`src/rtl/sliding_window_buffer.sv`:
```
// Circular word buffer: fixed-width pushes of WRITE_SIZE words, a READ_SIZE-word
// window presented from the read pointer, and consumes of a variable stride.
module sliding_window_buffer #(
    parameter int SIZE       = 16,
    parameter int WRITE_SIZE = 2,
    parameter int READ_SIZE  = 3,
    parameter int DATA_WIDTH = 8
) (
    input  logic                      clk,
    input  logic                      rst,
    input  logic [DATA_WIDTH-1:0]     in [0:WRITE_SIZE-1],
    input  logic                      in_valid,
    output logic                      in_ready,
    output logic [DATA_WIDTH-1:0]     out [0:READ_SIZE-1],
    output logic                      out_valid,
    input  logic                      read_en,
    input  logic [$clog2(READ_SIZE):0] read_stride,
    input  logic                      flush,
    output logic [$clog2(SIZE):0]     count
);

    localparam int AW = $clog2(SIZE);
    localparam int CW = AW + 1;
    localparam int SW = $clog2(READ_SIZE) + 1;

    logic [AW-1:0]         wr_ptr_q, wr_ptr_d;
    logic [AW-1:0]         rd_ptr_q, rd_ptr_d;
    logic [CW-1:0]         count_q, count_d;
    logic [DATA_WIDTH-1:0] mem_q [0:SIZE-1];
    logic [DATA_WIDTH-1:0] mem_d [0:SIZE-1];

    logic [SW-1:0] stride;
    logic          push;
    logic          pop;

    // Flow control looks only at registered occupancy; a same-cycle pop gives no credit.
    assign in_ready  = (CW'(SIZE) - count_q) >= CW'(WRITE_SIZE);
    assign out_valid = count_q >= CW'(READ_SIZE);
    assign count     = count_q;

    assign stride = (read_stride > SW'(READ_SIZE)) ? SW'(READ_SIZE) : read_stride;
    assign push   = in_valid & in_ready;
    assign pop    = read_en & out_valid;

    always_comb begin
        mem_d    = mem_q;
        wr_ptr_d = wr_ptr_q;
        rd_ptr_d = rd_ptr_q;
        count_d  = count_q;
        if (flush) begin
            // Storage is deliberately kept; only the bookkeeping is cleared.
            wr_ptr_d = '0;
            rd_ptr_d = '0;
            count_d  = '0;
        end else begin
            if (push) begin
                for (int j = 0; j < WRITE_SIZE; j++) begin
                    mem_d[wr_ptr_q + AW'(j)] = in[j];
                end
                wr_ptr_d = wr_ptr_q + AW'(WRITE_SIZE);
            end
            if (pop) begin
                rd_ptr_d = rd_ptr_q + AW'(stride);
            end
            count_d = count_q + (push ? CW'(WRITE_SIZE) : CW'(0))
                              - (pop  ? CW'(stride)     : CW'(0));
        end
    end

    always_ff @(posedge clk) begin
        if (!rst) begin
            wr_ptr_q <= '0;
            rd_ptr_q <= '0;
            count_q  <= '0;
            for (int i = 0; i < SIZE; i++) begin
                mem_q[i] <= '0;
            end
        end else begin
            wr_ptr_q <= wr_ptr_d;
            rd_ptr_q <= rd_ptr_d;
            count_q  <= count_d;
            mem_q    <= mem_d;
        end
    end

    // Window taps wrap naturally through the AW-bit pointer addition.
    for (genvar k = 0; k < READ_SIZE; k++) begin : g_tap
        assign out[k] = mem_q[rd_ptr_q + AW'(k)];
    end

endmodule

```
`config.mk`:
```
export PLATFORM = sky130hd
export DESIGN_NAME = sliding_window_buffer
export DESIGN_NICKNAME = d
export VERILOG_FILES = /design/src/rtl/sliding_window_buffer.sv
export SDC_FILE = /design/constraint.sdc
export NUM_CORES = 1
export LEC_CHECK = 0
export ABC_AREA = 1
export BUFFER_PORTS_ARGS = -buffer_cell sky130_fd_sc_hd__buf_2
export CAP_MARGIN = 20
export CORE_MARGIN = 4
export CORE_UTILIZATION = 47
export CTS_CLUSTER_SIZE = 12
export DETAILED_ROUTE_END_ITERATION = 12
export HOLD_SLACK_MARGIN = 0.02
export RECOVER_POWER = 50
export SYNTH_ARGS = -nofsm -noshare
export SYNTH_HDL_FRONTEND = slang
export SYNTH_SLANG_ARGS = --single-unit
```
`constraint.sdc`:
```
create_clock -name clk -period 8.5 [get_ports clk]
set_clock_uncertainty 0.05 [all_clocks]
set_input_delay 0.425 -clock clk [delete_from_list [all_inputs] [get_ports clk]]
set_output_delay 0.425 -clock clk [all_outputs]
set_load 0.02 [all_outputs]
```
### Yosys cells after proc, flatten, opt, wreduce, memory -nomap -nowiden

Index checks and enable logic that the tools add are counted.

| cells by class | value |
|---|---|
| muxes and demuxes | 18 |
| bitwise operators | 9 |
| reductions and logical operators | 4 |
| add/subtract/negate cells | 8 |
| multiply operators | 0 |
| magnitude comparators | 10 |
| shift operators | 0 |
| equal/unequal tests | 0 |
| div/mod/pow operators | 0 |

Operators with widths:

| kind | count |
|---|---|
| bitwise mux 128 bit | 2 |
| binary-select mux 8 bit (select 4 bit) | 3 |
| demux 8 bit (select 4 bit) | 2 |
| two-way mux 8 bit | 8 |
| >= comparator 5 bit (second input constant) | 5 |
| inverter 4 -> 5 bit | 5 |
| >= comparator 5 x 2 -> 1 bit (second input constant) | 2 |
| < comparator 5 x 1 -> 1 bit (second input constant) | 2 |
| adder 4 x 1 -> 4 bit (second input constant) | 2 |
| adder 4 x 2 -> 4 bit (second input constant) | 2 |
| two-way mux 3 bit | 2 |
| adder 5 x 2 -> 5 bit | 1 |
| subtractor 5 x 3 -> 5 bit | 1 |
| subtractor 5 bit (first input constant) | 1 |
| adder 4 x 3 -> 4 bit | 1 |
| > comparator 3 x 2 -> 1 bit (second input constant) | 1 |
| AND 1 bit | 2 |
| logical AND 1 bit | 2 |
| two-way mux 2 bit | 1 |
| inverter 1 bit | 2 |
| AND reduction 2 bit | 1 |
| OR reduction 2 bit | 1 |

| storage, ports and cells | value |
|---|---|
| memories | 0 |
| bits in registers | 141 |
| bits in writable memories | 0 |
| ROM bits | 0 |
| bits in latches | 0 |

### Longest topological paths before layout

Gate-level depths: netlist of run 1.

| depth | value |
|---|---|
| depth after elaboration | 7 |
| gate-level depth with buffers | 14 |
| gate-level depth less buffers | 14 |

### Worst setup path before layout of run 1

Ideal clock, no wire load.

| timing path | value |
|---|---|
| path type | reg-to-reg |
| from | register count_q[1] (netlist: count[1]) |
| to | register count_q[3] (netlist: count[3]) |
| setup slack | 5420 ps |
| buffers on the path | 0 |
| required time | 8330 ps |
| setup time | 120 ps |
| stages on the path, launching flop included | 14 |
| clock period less this slack | 3080 ps |
| arrival time | 2910 ps |
| cell sequence | dfxtp_1 > inv_1 > ha_1 > or2_1 > nand3_1 > nor2_2 > nand2_4 > nand2_1 > fa_1 > inv_1 > ha_1 > fa_1 > xnor2_1 > nor2_1 |

| between the ends | value |
|---|---|
| cells in the longest elaborated chain, start to end | 6 |

Ends and longest elaborated chain:

| element | RTL line | source |
|---|---|---|
| start, declared | 28 | `logic [CW-1:0] count_q, count_d;` |
| start signal, assigned | 81 | `count_q <= count_d;` |
| subtractor 5 bit | 37 | `assign in_ready = (CW'(SIZE) - count_q) >= CW'(WRITE_SIZE);` |
| >= comparator 5 x 2 -> 1 bit | 37 |  |
| named net in_ready | 13 | `output logic in_ready,` |
| AND 1 bit | 42 | `assign push = in_valid & in_ready;` |
| two-way mux 2 bit | 65 | `count_d = count_q + (push ? CW'(WRITE_SIZE) : CW'(0))` |
| adder 5 x 2 -> 5 bit | 65 |  |
| subtractor 5 x 3 -> 5 bit | 66 | `- (pop ? CW'(stride) : CW'(0));` |

The timed path passes the listed nets, and every way through them passes these cells.
A chain may end at the register's enable or synchronous reset.

==> impl_metrics.tcl, run 1 <==
set metrics [dict create \
    postRouteWirelength_microns 28700 \
    synth_top_family_by_area "simple AND/OR/NAND/NOR gates" \
    synth_top_area_cell "dfxtp_1" \
    num_vias 9147 \
    cts_tree "yes" \
    register_area_sq_um 2800 \
    setup_viol 0 \
    core_sq_um 18800 \
    status "finished, violations left" \
    cts_inserted_buffers 17 \
    multiInputGateArea_sq_um 5120 \
    cts_root_buf "clkbuf_16" \
    port_buffers 54 \
    synth_nets 1541 \
    synthAdderAreaFrac 0.0273 \
    via_per_inst 5.26 \
    antenna_found_initial 0 \
    cp-start-kind "register" \
    muxShareOfSynthArea 0.00661 \
    synthTopCellsByArea "dfxtp_1 31%, nand2_1 19%, nor2_1 9.8%" \
    drv_slew 285 \
    ios 55 \
    worstSkewPairLatency_ns 0.43 \
    synth_cells 1499 \
    leakagePower_nw 4.67 \
    crit_type "reg -> out" \
    ctsHtreeMaxLevel 4 \
    die_y_microns 147 \
    dp_slack_ns 4.46 \
    drive_gt1_frac 0.0669 \
    maxSlewHeadroom -0.941 \
    final_area_sq_um 9720 \
    min_period_over_period 0.711 \
    ys_ff_latch 140 \
    drt_first_iter_violations 768 \
    nets 1509 \
    hpwl_microns 18000 \
    die-width_microns 147 \
    synth.avg_cell_area_sq_um 6.06 \
    timing.fmax_ghz 0.166 \
    irDropWorstVdd_uv 149 \
    ys_types 37 \
    fill_cells 1935 \
    clock_path_buffers 2 \
    cellPowerDensity_nw_per_um2 251 \
    grt_first_pass_wirelength_microns 45000 \
    postCtsHoldBufs 0 \
    setup_slack_ns 2.46 \
    synth.top_cell.area_share 0.309 \
    drv_cap 7 \
    wl_per_cell_microns 16.5 \
    diodes 0 \
    hold_viol_final 0 \
    syn_to_final_growth_pct 7.05 \
    critPathMaxFanout 99 \
    tightest_slew_ns 2.91 \
    synth_ff_type "dfxtp_1" \
    fin_setup_tns_ns 0 \
    synth-edff-count 0 \
    synth_compound_area_frac 0.186 \
    finalCriticalPeriod_ns 6.04 \
    gp_congestion 0.840 \
    grt_max_degree 100 \
    crit_arrival_ns 5.57 \
    firstDrtPassIters 5 \
    post_cts.repair.setup_buffers 0 \
    cp-end-kind "output pin" \
    place_area_sq_um 9220 \
    violations "capacitance limit, slew limit" \
    cts_num_sinks 140 \
    grt_usage 0.264 \
    required_ns 8.03 \
    async_reset_ff_frac 0 \
    drc 0 \
    syn_area_sq_um 9080 \
    grt.overflow.total 0 \
    rsz0062_at_grt "false" \
    hold_class "in -> reg" \
    cts-resized-gates 0 \
    ys_warn_count 0 \
    grt_pass1_vias 8081 \
    synth_xor_area_frac 0.00386 \
    dieArea_sq_um 21600 \
    start_util 0.482 \
    ant_nets 0 \
    seq_area_frac_synth 0.309 \
    path_clk_slew_ns 0.06 \
    synthSimpleGateAreaFrac 0.352 \
    fp-row-count 50 \
]
==> layer usage <==
metal	wire (microns)	global-route usage
met1	13400	0.366
met2	12900	0.420
met3	1930	0.0592
met4	466	0.0638
met5	0	0
==> Yosys cell counts, drive strengths merged (3+ instances only) <==
cell    instances
nand2         450
nor2          239
o21ai         142
dfxtp         140
inv           136
a21oi          90
nand3          75
buf            58
clkbuf         55
o211ai         35
a21boi         19
a31oi          16
ha             15
mux2i           6
nand4           5
fa              3
nor3            3
xor2            3
==> path summary, 6_finish.rpt <==
check        cells past startpoint  slack, ns         from           to
min                              3       0.25      read_en  rd_ptr_q[0]
max                              7       2.46  rd_ptr_q[0]      out[15]
max reg2reg                      8       4.62     count[0]    mem_q[79]
min reg2reg                      2       0.43    mem_q[76]    mem_q[76]
==> power breakdown <==
group	switching, mW	internal [mW]	total (mW)	leakage [nW]
registers	0.0412	0.700	0.741	1.13
clock network	0.317	0.480	0.797	0.291
logic	0.619	0.285	0.904	3.24
==> cell usage in the layout, fill, tap and decap left out, types with 2 or more instances in the layout <==
master / n
a21oi_1: 90
clkinv_4: 3
o211ai_1: 35
o21ai_0: 141
bufinv_16: 3
nor3_1: 2
a21boi_1: 7
inv_1: 132
clkinvlp_4: 4
nand2_1: 449
a31oi_1: 16
clkbuf_1: 7
fa_1: 3
ha_1: 14
nand3_1: 75
dfxtp_1: 139
a21boi_0: 12
mux2i_1: 6
conb_1: 2
nand4_1: 5
buf_2: 47
xor2_1: 2
clkbuf_16: 18
clkinv_2: 2
inv_2: 4
buf_4: 8
nor4_4: 2
nor2_1: 238
==> metrics by stage <==
stage	utilization	power (mW)	hold WS [ns]	cells
6_report	0.516	2.44	0.249	1740
3_3_place_gp	0.489	1.68	0.419	1707
3_5_place_dp	0.489	1.69	0.422	1707
2_1_floorplan	-	1.44	0.399	1499
4_1_cts	0.522	2.48	0.233	1739
5_1_grt	0.516	2.59	0.256	1740
==> flip-flops by register name, indices dropped and copies added (netlist names) <==
signal,cells
count,5
rd_ptr_q,4
wr_ptr_q,3
mem_q,128
==> critical path, stage by stage, from the launching register on <==
cell and delay [ns]:
dfxtp_1 2.29, inv_2 1.22, a21oi_1 0.36, o21ai_1 0.12, inv_1 0.46, o211ai_1 0.19
nand2_1 0.23, buf_2 0.21
==> cell families after synthesis <==
kind of cell | Yosys count
AND/OR/NAND/NOR | 775
XOR/XNOR | 4
other | 2
AO/OA/AOI/OAI | 304
buffers and inverters | 250
adder cells (fa/ha/maj) | 18
flip-flops | 140
multiplexers | 6
==> area by class of cell <==
| class | instances | area share |
|---|---|---|
| clock inverters | 13 | 0.0170 |
| inverters | 137 | 0.0529 |
| clock buffers | 19 | 0.0467 |
| well taps | 260 | 0.0335 |
| multi-input cells | 1109 | 0.526 |
| flip-flops and latches | 140 | 0.288 |
| repair buffers | 62 | 0.0355 |
Note: power is estimated with default switching activity, not from simulation.
==> inputs of run 2 (changes only) <==
--- a/config.mk
+++ b/config.mk
@@ -13,6 +13,7 @@
 export CTS_CLUSTER_SIZE = 12
 export DETAILED_ROUTE_END_ITERATION = 12
 export HOLD_SLACK_MARGIN = 0.02
+export PLACE_DENSITY = 0.67
 export RECOVER_POWER = 50
 export SYNTH_ARGS = -nofsm -noshare
 export SYNTH_HDL_FRONTEND = slang
==> constraint.sdc (replaced) <==
create_clock -name clk -period 5.4 [get_ports clk]
set_clock_uncertainty 0.05 [all_clocks]
set_input_delay 0.27 -clock clk [delete_from_list [all_inputs] [get_ports clk]]
set_output_delay 0.27 -clock clk [all_outputs]
set_load 0.02 [all_outputs]
==> impl_metrics.tcl, run 2 (synthesis results as in run 1) <==
set metrics [dict create \
    cts_num_sinks 140 \
    irDropWorstVdd_uv 218 \
    syn_to_final_growth_pct 7.19 \
    drive_gt1_frac 0.0681 \
    path_clk_slew_ns 0.06 \
    hpwl_microns 17600 \
    cellPowerDensity_nw_per_um2 391 \
    dieArea_sq_um 21600 \
    grt_usage 0.260 \
    die_y_microns 147 \
    grt_first_pass_wirelength_microns 44600 \
    postRouteWirelength_microns 28100 \
    worstSkewPairLatency_ns 0.44 \
    crit_type "reg -> out" \
    grt_pass1_vias 8215 \
    place_inst 1710 \
    drv_slew 185 \
    power_mw 3.81 \
    core_sq_um 18800 \
    fin_setup_tns_ns 0 \
    postCtsHoldBufs 0 \
    cp_top_family "buffers and inverters" \
    diodes 0 \
    rsz0062_at_grt "false" \
    cts-resized-gates 0 \
    hold_class "in -> reg" \
    grt.overflow.total 0 \
    gp_congestion 0.839 \
    firstDrtPassIters 5 \
    layout_common_cells "449 x nand2_1, 238 x nor2_1, 141 x o21ai_0" \
    drc 0 \
    port_buffers 54 \
    post_cts.repair.setup_buffers 0 \
    cp-end-kind "output pin" \
    via_per_inst 5.30 \
    slowest_stage "dfxtp_1" \
    die-width_microns 147 \
    antenna_found_initial 1 \
    num_vias 9238 \
    clock_path_buffers 2 \
    wl_per_cell_microns 16.1 \
    min_period_over_period 0.689 \
    fin_cells 1743 \
    path_cells "clkbuf_1 > xor2_2 > buf_4 > nand3_1 > o211ai_1 > nand2_1 > buf_2" \
    timing.fmax_ghz 0.269 \
    cp-start-kind "register" \
    ant_nets 0 \
    fp-row-count 50 \
    finalCriticalPeriod_ns 3.72 \
    start_util 0.482 \
    ctsHtreeMaxLevel 4 \
    crit_arrival_ns 3.40 \
    required_ns 5.08 \
    nets 1512 \
    grt_max_degree 94 \
    cts_tree "yes" \
    drv_cap 6 \
    cts_inserted_buffers 17 \
    setup_viol 0 \
    slowest_delay_ns 0.67 \
    maxSlewHeadroom -0.772 \
    ios 55 \
    worst-r2r-setup-slack_ns 1.80 \
    hold_viol_final 0 \
    tightest_slew_ns 2.63 \
    cp.buffers_inverters 3 \
    status "finished, violations left" \
    regMostFlops "mem_q" \
    leakagePower_nw 4.68 \
    drt_first_iter_violations 870 \
    cts_root_buf "clkbuf_16" \
    violations "capacitance limit, slew limit" \
    critPathMaxFanout 21 \
    layout_commonest_cell "nand2_1" \
    largest_reg_flops 128 \
]
-- run 2: cell count changes in the layout (fill, tap and decap cells not counted), moves of 2 or more --
| cell | delta |
|---|---|
| inv_6 | +7 |
| a21boi_0 | +4 |
| a21boi_1 | -4 |
| clkinvlp_4 | -3 |
| clkinv_2 | -2 |
-- run 2: cell type report --
cell class,instances,area [sq um]
Timing Repair Buffer,65,375
Sequential cell,140,2810
Clock buffer,17,425
Fill cell,1974,9090
Inverter,137,514
Multi-Input combinational cell,1109,5110
Tap cell,260,325
Clock inverter,15,175
-- run 2: path summary, 6_finish.rpt --
kind	startpoint	endpoint	cells after the start
setup / recovery	rd_ptr_q[2]	out[10]	7
hold reg to reg	mem_q[110]	mem_q[110]	2
hold / removal	read_en	rd_ptr_q[0]	3
setup reg to reg	count[0]	mem_q[43]	8
-- run 2: through the flow --
stage	worst slack, ns	cell area [sq um]	utilization	hold slack [ns]
3_5_place_dp	2.25	9260	0.491	0.417
6_report	1.68	9740	0.517	0.0777
3_3_place_gp	2.22	9230	0.490	0.411
4_1_cts	1.76	9860	0.523	0.0755
5_1_grt	1.39	9740	0.517	0.0876
2_1_floorplan	2.32	9080	-	0.388
-- run 2: where the power goes --
part | internal (mW) | switching [mW] | total [mW]
Clock | 0.697 | 0.528 | 1.23
Sequential | 1.10 | 0.0700 | 1.17
Combinational | 0.443 | 0.967 | 1.41
Total | 2.24 | 1.56 | 3.81
-- run 2: layer usage --
| metal | wire length, microns | global-route usage | up-vias | share of wire |
|---|---|---|---|---|
| met2 | 12500 | 0.410 | 339 | 0.45 |
| met3 | 2420 | 0.0460 | 50 | 0.086 |
| met5 | 7 | 0 | - | 0.00025 |
| met1 | 12500 | 0.363 | 4161 | 0.45 |
| li1 | - | - | 4686 | - |
| met4 | 616 | 0.0825 | 2 | 0.022 |
-- run 2: tightest hold or removal path, stage by stage --
cell and delay (ns):
buf_2 0.12, nand3_1 0.08, a21oi_1 0.06
==> inputs of run 3 (changes only) <==
--- a/config.mk
+++ b/config.mk
@@ -5,7 +5,7 @@
 export SDC_FILE = /design/constraint.sdc
 export NUM_CORES = 1
 export LEC_CHECK = 0
-export ABC_AREA = 1
+export ABC_AREA = 0
 export BUFFER_PORTS_ARGS = -buffer_cell sky130_fd_sc_hd__buf_2
 export CAP_MARGIN = 20
 export CORE_MARGIN = 4
==> constraint.sdc (replaced) <==
create_clock -name clk -period 3.05 [get_ports clk]
set_clock_uncertainty 0.05 [all_clocks]
set_input_delay 0.1525 -clock clk [delete_from_list [all_inputs] [get_ports clk]]
set_output_delay 0.1525 -clock clk [all_outputs]
set_load 0.02 [all_outputs]
==> impl_metrics.tcl, run 3 <==
set metrics [dict create \
    crit_arrival_ns 2.73 \
    r2r-start "count[1]" \
    worst-r2r-setup-slack_ns 0.25 \
    met2_usage 0.347 \
    synth-edff-count 0 \
    async_reset_ff_frac 0 \
    worst_r2r_path_depth 12 \
    cts_num_sinks 140 \
    ant_nets 0 \
    synth_ff_type "dfxtp_1" \
    diodes 0 \
    synthAdderAreaFrac 0.0289 \
    hold_depth 4 \
    drt_first_iter_violations 453 \
    synth_top_area_cell "dfxtp_1" \
    synthSimpleGateAreaFrac 0.115 \
    gr-usage-met3 0.0335 \
    wl_per_cell_microns 20.2 \
    fin_setup_tns_ns 0 \
    grt_usage 0.219 \
    crit_type "reg -> out" \
    finalCriticalPeriod_ns 2.93 \
    ctsHtreeMaxLevel 4 \
    leakagePower_nw 3.76 \
    clock_path_buffers 2 \
    syn_to_final_growth_pct 13.1 \
    whs_endpoint "wr_ptr_q[1]" \
    layout_common_cells "166 x nand2_1, 164 x mux2i_1, 135 x dfxtp_1" \
    cts_root_buf "clkbuf_16" \
    fp-row-count 49 \
    start_util 0.478 \
    final_area_sq_um 9710 \
    setup_slack_ns 0.119 \
    yosys-top-cells-count "166 x nand2_1, 164 x mux2i_1, 140 x dfxtp_1" \
    seq_area_frac_synth 0.327 \
    irDropWorstVdd_uv 356 \
    required_ns 2.85 \
    critPathMaxFanout 13 \
    syn_area_sq_um 8580 \
    place_area_sq_um 9110 \
    cellPowerDensity_nw_per_um2 591 \
    postRouteWirelength_microns 21600 \
    antenna_found_initial 0 \
    nets 871 \
    cts_tree "yes" \
    drc 0 \
    hold_viol_final 0 \
    setup_viol 0 \
    firstDrtPassIters 5 \
    maxSlewHeadroom 0.398 \
    synth_xor_area_frac 0.00817 \
    die_y_microns 143 \
    num_vias 6340 \
    via_per_inst 5.92 \
    dp_slack_ns 0.249 \
    rsz0062_at_grt "false" \
    synth_nets 830 \
    cp-end-kind "output pin" \
    synth.top_cell.area_share 0.327 \
    hold_start "flush" \
    synth.avg_cell_area_sq_um 10.9 \
    post_cts.repair.setup_buffers 0 \
    drv_cap 0 \
    synth_top_family_by_area "multiplexers" \
    dieArea_sq_um 20500 \
    ys_ff_latch 140 \
    synth_compound_area_frac 0.0544 \
    regMostFlops "mem_q" \
    worstSkewPairLatency_ns 0.42 \
    synthTopCellsByArea "dfxtp_1 33%, mux4_2 23%, mux2i_1 19%" \
    place_inst 1038 \
    port_buffers 54 \
    grt_max_degree 94 \
    gp_congestion 0.821 \
    r2r-end "count[2]" \
    gr-usage-met1 0.302 \
    path_clk_slew_ns 0.06 \
    hold_class "in -> reg" \
    fin_cells 1071 \
    cp-start-kind "register" \
    min_period_over_period 0.961 \
    synth.most_common_cell "nand2_1" \
    drive_gt1_frac 0.249 \
    layout_commonest_cell "nand2_1" \
    ys_types 42 \
    core_sq_um 18000 \
    grt_pass1_vias 6217 \
    timing.fmax_ghz 0.341 \
    die-width_microns 143 \
    busiest_layer "met2" \
    status "finished clean" \
    largest_reg_flops 128 \
    drv_slew 0 \
    muxShareOfSynthArea 0.422 \
    hpwl_microns 14400 \
    cts_inserted_buffers 17 \
    grt_first_pass_wirelength_microns 34800 \
    ys_warn_count 0 \
    ios 55 \
    tightest_slew_ns 0.901 \
    synth_cells 788 \
    grt.overflow.total 0 \
]
-- run 3: worst max-delay path by stage --
stage,start,to,slack [ns],cells after the start
3_3_place_gp,count[1],count[3],0.31,13
5_1_grt,rd_ptr_q[1],out[9],0.002,8
6_report,rd_ptr_q[0],out[14],0.12,7
4_1_cts,rd_ptr_q[2],out[10],0.01,8
2_1_floorplan,count[0],count[3],0.03,14
3_5_place_dp,count[1],count[3],0.25,13
-- run 3: timing repair --
action,CTS,global route
resized for setup,1,5
endpoints found under the setup margin,4,7
hold endpoints to repair,1,0
hold buffers,1,0
-- run 3: through the flow --
step	total power [mW]	util	hold slack, ns
floorplan	3.16	-	0.263
global placement	3.57	0.507	0.416
detailed placement	3.61	0.507	0.425
CTS	5.80	0.543	0.101
global route	5.99	0.540	0.101
finish	5.74	0.540	0.0846
-- run 3: area by class of cell --
cell class / instances / area, sq um
fill: 1572 / 8260
multi-input combinational: 574 / 5420
sequential: 140 / 2810
timing repair buffer: 85 / 523
clock buffer: 18 / 429
tap: 229 / 287
clock inverter: 14 / 194
inverter: 11 / 41.3
-- run 3: where the power goes --
group          switching (mW)  internal [mW]  total (mW)
Combinational           0.901          0.641        1.54
Sequential             0.0849           1.90        1.99
Clock                   0.836           1.37        2.21
Total                    1.82           3.91        5.74
-- run 3: kinds of logic (layout without fill, tap and decap cells) --
| family | Yosys count | in the layout |
|---|---|---|
| compound gates | 72 | 72 |
| xor+xnor | 8 | 8 |
| fa+ha+maj | 18 | 18 |
| buf+inv | 74 | 128 |
| flops | 140 | 140 |
| mux | 252 | 252 |
| other cells | 2 | 2 |
| simple gates | 222 | 222 |
-- run 3: layer usage --
metal | vias to the layer above | routed length (microns) | share of wire
li1 | 2986 | - | -
met1 | 3151 | 9720 | 0.45
met2 | 168 | 10300 | 0.48
met3 | 35 | 1020 | 0.047
met4 | 0 | 520 | 0.024
met5 | - | 0 | 0
-- run 3: worst max-delay path, stage by stage, from the launching register on --
cell     delay [ns]
dfxtp_4        0.35
ha_1           0.29
xnor2_4        0.48
buf_4          0.33
mux4_2         0.32
o31ai_1        0.28
a21oi_1        0.09
buf_2          0.17
